### src/rtl/br_pred_pkg.sv
// Purpose: shared helpers for branch direction predictors (counter update, reset value, history shift).
// Latency: n/a (pure functions, evaluated combinationally or at elaboration).
// Backpressure: n/a.
//
// All helpers operate on 32-bit containers. Callers zero-extend their operands
// and truncate the result back to the real width, so one function serves every
// parameterisation.

package br_pred_pkg;

  // Saturating up/down counter step: clamps at 2^ctr_w-1 and at 0, never wraps.
  function automatic logic [31:0] sat_ctr_next(input logic [31:0] ctr,
                                               input logic        taken,
                                               input int          ctr_w);
    logic [31:0] ctr_max;
    ctr_max = (32'd1 << ctr_w) - 32'd1;
    if (taken) begin
      return (ctr >= ctr_max) ? ctr_max : ctr + 32'd1;
    end
    return (ctr == 32'd0) ? 32'd0 : ctr - 32'd1;
  endfunction

  // Weakly not-taken: the value just below the taken/not-taken threshold.
  function automatic logic [31:0] ctr_init(input int ctr_w);
    return (32'd1 << (ctr_w - 1)) - 32'd1;
  endfunction

  // Shift a new outcome into the LSB. The caller's truncation drops the oldest
  // bit, which also makes a 1-bit history degenerate to "hist <= new_bit".
  function automatic logic [31:0] hist_shift(input logic [31:0] hist,
                                             input logic        new_bit);
    return (hist << 1) | {31'd0, new_bit};
  endfunction

endpackage

### src/rtl/pred_counter_table.sv
// Purpose: pattern history table of saturating counters, async-reset flop array.
// Latency: read is combinational (0 cycles); write lands at the next clk edge.
// Backpressure: none; one read and one write accepted every cycle.
//
// Ports:
//   clk, rst          clock, asynchronous active-low reset
//   ridx / rdata      combinational read port (returns pre-write value on a same-index write)
//   we, widx, taken   write port: step counter[widx] up (taken) or down, saturating

module pred_counter_table
  import br_pred_pkg::*;
#(
  parameter int PHT_IDX_W = 8,
  parameter int CTR_W     = 2
) (
  input  logic                 clk,
  input  logic                 rst,
  input  logic [PHT_IDX_W-1:0] ridx,
  output logic [CTR_W-1:0]     rdata,
  input  logic                 we,
  input  logic [PHT_IDX_W-1:0] widx,
  input  logic                 taken
);

  localparam int               ENTRIES = 1 << PHT_IDX_W;
  localparam logic [CTR_W-1:0] CTR_RST = CTR_W'(ctr_init(CTR_W));

  logic [CTR_W-1:0] ctr_q [ENTRIES];

  always_ff @(posedge clk or negedge rst) begin
    if (!rst) begin
      for (int i = 0; i < ENTRIES; i++) begin
        ctr_q[i] <= CTR_RST;
      end
    end else if (we) begin
      ctr_q[widx] <= CTR_W'(sat_ctr_next(32'(ctr_q[widx]), taken, CTR_W));
    end
  end

  // No write-to-read bypass: a same-cycle update is only visible next cycle.
  assign rdata = ctr_q[ridx];

endmodule

### src/rtl/gshare_spec_predictor.sv
// Purpose: gshare direction predictor with speculative global history and mispredict/flush recovery.
// Latency: prediction is combinational (0 cycles); training and history updates land at the next edge.
// Backpressure: none; a prediction and an update are accepted every cycle.
//
// Ports:
//   clk, rst                       clock, asynchronous active-low reset
//   pred_req, pred_pc              fetch-side branch lookup
//   pred_taken, pred_idx, pred_hist  prediction plus the index/history checkpoint to carry down the pipe
//   upd_valid, upd_idx, upd_hist, upd_taken, upd_mispredict  resolved-branch training/recovery
//   flush                          front-end flush: speculative history falls back to committed history
//   spec_hist_o, arch_hist_o       speculative and committed history, for observation

module gshare_spec_predictor
  import br_pred_pkg::*;
#(
  parameter int PHT_IDX_W = 8,
  parameter int HIST_W    = 8,
  parameter int PC_LSB    = 2,
  parameter int CTR_W     = 2
) (
  input  logic                 clk,
  input  logic                 rst,
  input  logic                 pred_req,
  input  logic [31:0]          pred_pc,
  output logic                 pred_taken,
  output logic [PHT_IDX_W-1:0] pred_idx,
  output logic [HIST_W-1:0]    pred_hist,
  input  logic                 upd_valid,
  input  logic [PHT_IDX_W-1:0] upd_idx,
  input  logic [HIST_W-1:0]    upd_hist,
  input  logic                 upd_taken,
  input  logic                 upd_mispredict,
  input  logic                 flush,
  output logic [HIST_W-1:0]    spec_hist_o,
  output logic [HIST_W-1:0]    arch_hist_o
);

  logic [HIST_W-1:0]    spec_hist;
  logic [HIST_W-1:0]    arch_hist;
  logic [HIST_W-1:0]    spec_next;
  logic [HIST_W-1:0]    arch_next;
  logic [PHT_IDX_W-1:0] idx;
  logic [CTR_W-1:0]     rd_ctr;

  // Only the PC index slice, the upper history bits that shift out, and the
  // counter MSB matter; the rest is intentionally ignored.
  logic [32+HIST_W+CTR_W-1:0] unused_sigs;
  assign unused_sigs = {pred_pc, upd_hist, rd_ctr};

  // History is zero-extended on the left, so it folds into the low index bits
  // when HIST_W < PHT_IDX_W.
  assign idx        = pred_pc[PC_LSB +: PHT_IDX_W] ^ PHT_IDX_W'(spec_hist);
  assign pred_taken = rd_ctr[CTR_W-1];
  assign pred_idx   = idx;
  assign pred_hist  = spec_hist;

  pred_counter_table #(
    .PHT_IDX_W (PHT_IDX_W),
    .CTR_W     (CTR_W)
  ) u_pht (
    .clk   (clk),
    .rst   (rst),
    .ridx  (idx),
    .rdata (rd_ctr),
    .we    (upd_valid),
    .widx  (upd_idx),
    .taken (upd_taken)
  );

  always_comb begin
    arch_next = arch_hist;
    if (upd_valid) begin
      arch_next = HIST_W'(hist_shift(32'(arch_hist), upd_taken));
    end
  end

  // Flush outranks mispredict recovery, which outranks the speculative shift.
  // Flush copies the post-update committed history so a branch resolving in
  // the same cycle is not lost. A coinciding pred_req is dropped: fetch is
  // being redirected anyway.
  always_comb begin
    spec_next = spec_hist;
    if (flush) begin
      spec_next = arch_next;
    end else if (upd_valid && upd_mispredict) begin
      spec_next = HIST_W'(hist_shift(32'(upd_hist), upd_taken));
    end else if (pred_req) begin
      spec_next = HIST_W'(hist_shift(32'(spec_hist), pred_taken));
    end
  end

  always_ff @(posedge clk or negedge rst) begin
    if (!rst) begin
      spec_hist <= '0;
      arch_hist <= '0;
    end else begin
      spec_hist <= spec_next;
      arch_hist <= arch_next;
    end
  end

  assign spec_hist_o = spec_hist;
  assign arch_hist_o = arch_hist;

endmodule

### config.mk
export PLATFORM = sky130hd
export DESIGN_NAME = gshare_spec_predictor
export DESIGN_NICKNAME = d
export VERILOG_FILES = /design/src/rtl/br_pred_pkg.sv /design/src/rtl/pred_counter_table.sv /design/src/rtl/gshare_spec_predictor.sv
export SDC_FILE = /design/constraint.sdc
export NUM_CORES = 1
export LEC_CHECK = 0
export BUFFER_PORTS_ARGS = -buffer_cell sky130_fd_sc_hd__buf_2
export CAP_MARGIN = 40
export CELL_PAD_IN_SITES_DETAIL_PLACEMENT = 1
export CELL_PAD_IN_SITES_GLOBAL_PLACEMENT = 2
export CORE_ASPECT_RATIO = 0.7
export CORE_MARGIN = 2
export CORE_UTILIZATION = 46
export CTS_BUF_LIST = sky130_fd_sc_hd__clkbuf_4
export DETAILED_ROUTE_END_ITERATION = 8
export GPL_TIMING_DRIVEN = 0
export PLACE_DENSITY_LB_ADDON = 0.3
export SKIP_LAST_GASP = 1
export SYNTH_ARGS = -nofsm -noshare
export SYNTH_HDL_FRONTEND = slang
export SYNTH_SLANG_ARGS = --single-unit
### constraint.sdc
create_clock -name clk -period 5.3 [get_ports clk]
set_input_delay 0.53 -clock clk [delete_from_list [all_inputs] [get_ports clk]]
set_output_delay 0.53 -clock clk [all_outputs]
set_load 0.02 [all_outputs]
==> impl.org <==
** Global routing
- The initial antenna violation count was 6.
- Summed over all layers, the global routing overflow is 0.
- Overall routing resource usage :: 0.406
- Met1 demand-to-capacity share in global routing :: 0.563
- Global-route wire length before repair :: 183,000 um
- Maximum number of pins on one net before global-route repair :: 125
- In this run the most used layer during global routing was met1.
- Vias in the first global route :: 26,800
- Met2 track demand over resource in global routing :: 0.559
- Met3 Usage GRT :: 0.150

** Synth
- Count of mapped cells out of synthesis :: 2,715
- Of the post-synthesis cell area, the dominant cell type holds 0.246.
- Yosys reg bits :: 528
- sky130_fd_sc_hd__dfrtp_1 takes more of the synthesized area than any other cell.
- EDFF count, synth :: 0
- Area of the mapped netlist :: 0.0277 mm^2
- Synth cell types :: 62
- In the synthesized netlist the async set-or-reset flop fraction comes to 1.00.
- Of the synthesized area, sequential elements account for 0.488.
- Main area contributors after synthesis :: sky130_fd_sc_hd__dfrtp_1 25%, sky130_fd_sc_hd__dfstp_2 24%, sky130_fd_sc_hd__mux4_2 13%, sky130_fd_sc_hd__a31oi_1 12%, sky130_fd_sc_hd__nor2_1 11%
- Total number of yosys warnings :: 0
- The number of nets handed over by synthesis was 2,770.
- A synthesized cell averages 10.2 um^2.
- Primary FF master, synth :: sky130_fd_sc_hd__dfrtp_1

** Pwr
- Cell leakage power :: 0.0128 uW
- VDD sags by at most 0.211 mV.
- Overall Power :: 11,700 uW
- Power spread over the standard cell area amounts to 365 mW/mm^2.

** Setup path
- The endpoint identified for the worst register-to-register timing path is u_pht.ctr_q[169].
- Startpoint of the worst-slack reg-to-reg timing path :: u_pht.ctr_q[208]
- Number of cells traversed by the worst register-to-register path :: 9
- Of all nets on the critical path, the largest fanout is 10.
- The most critical setup path has its endpoint at u_pht.ctr_q[169].
- Type of destination of the critical path :: register
- Tracing the worst setup path back leads to its startpoint at upd_idx[0].
- Critical path startpoint category :: input port
- Data arrival, critical path :: 6.26 ns
- The worst register-to-register path has a setup slack of 0.94 ns.
- Critical Path RT :: 6.17 ns
- Startpoint-to-endpoint class of the critical path :: in -> reg

** Floorplan
- The die is 297 um wide.
- After floorplanning, the core was divided into 75 placement rows.
- Placeable core region :: 0.0598 mm^2
- In this run the vertical extent of the chip is 209 um.
- Overall die area :: 0.0623 mm^2
- Starting density of the core :: 0.464
- IO Pins :: 88

** Timing
- After layout, the worst setup slack is -0.0877 ns.
- Time the worst path needs with I/O delays and setup :: 5.39 ns
- Number of setup violations in the final report :: 194
- For the pin with the worst max-slew slack, the measured transition is 1.01 ns.
- Final hold violation count :: 0
- Dividing the final minimum period by the clock period gives 1.02.
- Timing would allow up to 0.186 GHz.
- Relative max-transition margin :: 0.325
- Worst Skew :: 0.0823 ns
- The total count of max-transition violations in the final report is 0.
- Across all hold checks on the routed design, the worst slack comes to 0.0630 ns.

** Clock network
- The clock net in this run drives a total of 528 sinks.
- TritonCTS built the clock tree.
- Reg clk slew, reported paths :: 0.07 ns
- Max clock buf depth :: 3
- Root buf cell :: sky130_fd_sc_hd__clkbuf_4
- H-tree levels :: 4
- Counting the buffers created by CTS gives 143.
- Worst-skew pair later-pin latency :: 1.09 ns

** Finish
- Net count, final :: 3,036
- Number of fillers in the final layout :: 6,683
- Relative to the synthesized area, the layout overhead comes to 15.4%.
- Fraction of final layout cells with drive strength greater than 1 :: 0.303
- Most frequent standard cell in the layout excluding fill and tap cells :: sky130_fd_sc_hd__nor2_1
- In the layout the commonest cells are 797 x sky130_fd_sc_hd__nor2_1, 516 x sky130_fd_sc_hd__a31oi_1, 272 x sky130_fd_sc_hd__dfrtp_1.

** Hold path
- The min-delay analysis places its worst path in the category in -> reg.
- Cell count of the worst hold path :: 4

** Placed design
- Buffers placed on the I/O ports in this run total 56.
- The congestion estimate from routability-driven global placement came to 1.01.
- Detailed placement finished with a half-perimeter wire length of 92,600 um.
- Worst slack, placed :: -1.26 ns

** Outcome
- Run status :: finished with violations
- The final reports fail on negative setup slack.

** Routing
- Number of remaining DRC errors :: 0
- Number of vias after detailed routing :: 26,500
- Final wirelength :: 126,000 um
- First-pass iteration count of the detailed router :: 6
- Dividing the detail-routed via count by the number of cells gives 6.75.
- Average routed wire per standard cell :: 32.2 um
- Number of violations reported at the end of detailed-routing iteration 0 :: 3,452
- Post-route ant nets :: 0

** Flow run
- Number of max-cap violations :: 0
## layout make-up
type / count / area (um^2) / area share
clock inverters: 39 / 288 / 0.00899
flip-flops and latches: 528 / 13500 / 0.423
plain buffers: 234 / 1330 / 0.0414
clock buffers: 228 / 1710 / 0.0535
well taps: 808 / 1010 / 0.0316
diodes: 8 / 20.0 / 0.000625
repair buffers: 121 / 1140 / 0.0357
inverters: 9 / 33.8 / 0.00106
multi-input cells: 1944 / 12900 / 0.404
## synthesized netlist by cell type, types with 4 or more instances
library cell	instances
sky130_fd_sc_hd__nor2_1	800
sky130_fd_sc_hd__a31oi_1	517
sky130_fd_sc_hd__dfrtp_1	272
sky130_fd_sc_hd__dfstp_2	256
sky130_fd_sc_hd__mux4_2	157
sky130_fd_sc_hd__nand2_1	126
sky130_fd_sc_hd__clkbuf_1	83
sky130_fd_sc_hd__buf_2	76
sky130_fd_sc_hd__mux2i_1	70
sky130_fd_sc_hd__a22oi_1	47
sky130_fd_sc_hd__buf_4	37
sky130_fd_sc_hd__nand3_1	35
sky130_fd_sc_hd__a21oi_1	29
sky130_fd_sc_hd__buf_6	22
sky130_fd_sc_hd__buf_1	16
sky130_fd_sc_hd__o21ai_0	15
sky130_fd_sc_hd__a32oi_1	11
sky130_fd_sc_hd__mux2_2	11
sky130_fd_sc_hd__and2_1	9
sky130_fd_sc_hd__nor2b_1	9
sky130_fd_sc_hd__and3_1	8
sky130_fd_sc_hd__nand4_1	8
sky130_fd_sc_hd__o2111ai_1	8
sky130_fd_sc_hd__nor3_1	7
sky130_fd_sc_hd__a221oi_1	6
sky130_fd_sc_hd__o211ai_1	6
sky130_fd_sc_hd__xnor2_1	6
sky130_fd_sc_hd__nor4_1	5
sky130_fd_sc_hd__a211oi_1	4
sky130_fd_sc_hd__a311oi_1	4
sky130_fd_sc_hd__clkinv_1	4
sky130_fd_sc_hd__inv_1	4
## how the worst min path moves through the flow
stage / start / end / slack (ns)
floorplan: rst / arch_hist_o[0] / 0.23
detailed placement: u_pht.ctr_q[114] / u_pht.ctr_q[114] / 0.49
finish: upd_mispredict / pred_hist[1] / 0.06
CTS: upd_mispredict / pred_hist[1] / 0.02
global route: upd_mispredict / pred_hist[1] / 0.05
global placement: u_pht.ctr_q[238] / u_pht.ctr_q[238] / 0.49
## per-stage QoR
step / utilization / cells / setup TNS, ns / cell area (um^2)
final: 0.535 / 3919 / -7.71 / 32000
after global routing: 0.535 / 3916 / -0.0713 / 32000
after CTS: 0.534 / 3911 / -0.224 / 31900
after detailed placement: 0.498 / 3633 / -520.99 / 29800
after global placement: 0.485 / 3579 / -3527.58 / 29000
after floorplan: - / 2715 / 0 / 27700
## sequential cells by signal (all words and copies together) (netlist names)
name         count
arch_hist_o      8
pred_hist        8
u_pht.ctr_q    512
## kinds of logic (layout without fill, tap and decap cells)
group	Yosys count	count (layout)	share of synthesized area
AO/OA/AOI/OAI	667	667	0.156
multiplexers	238	238	0.157
other	0	8	0
XOR/XNOR	8	8	0.00253
flip-flops	528	528	0.488
AND/OR/NAND/NOR	1031	1031	0.149
buffers and inverters	243	631	0.0473
## where the power goes
part,total [uW],switching (uW),internal [uW]
sequential,4800,290,4510
clock,4160,1960,2200
combinational,2730,1780,948
total,11700,4030,7650
## routing by layer
metal | wire (um) | share of wire
met3 | 17300 | 0.14
met1 | 51000 | 0.40
met5 | 14 | 0.00011
met4 | 6240 | 0.049
met2 | 51700 | 0.41
## worst max-delay path, stage by stage
cell and delay, ns:
sky130_fd_sc_hd__buf_2 0.18, sky130_fd_sc_hd__buf_6 0.32, sky130_fd_sc_hd__buf_4 0.38, sky130_fd_sc_hd__buf_2 0.55
sky130_fd_sc_hd__clkbuf_4 0.53, sky130_fd_sc_hd__clkbuf_1 0.44, sky130_fd_sc_hd__buf_8 0.23, sky130_fd_sc_hd__mux2i_1 0.27
sky130_fd_sc_hd__nand2_1 0.08, sky130_fd_sc_hd__nand4b_1 0.26, sky130_fd_sc_hd__nand3_1 0.22, sky130_fd_sc_hd__nor4_1 0.33
sky130_fd_sc_hd__nand3_1 0.32, sky130_fd_sc_hd__o31ai_2 0.80, sky130_fd_sc_hd__buf_4 0.43, sky130_fd_sc_hd__buf_6 0.20
sky130_fd_sc_hd__a31oi_1 0.10
## repair_timing
item	4_1_cts	5_1_grt
hold endpoints to repair	99	0
hold buffers	11	0
setup buffers	0	0
endpoints found under the setup margin	208	296
resized for setup	12	26
(Power assumes the default switching activity.)
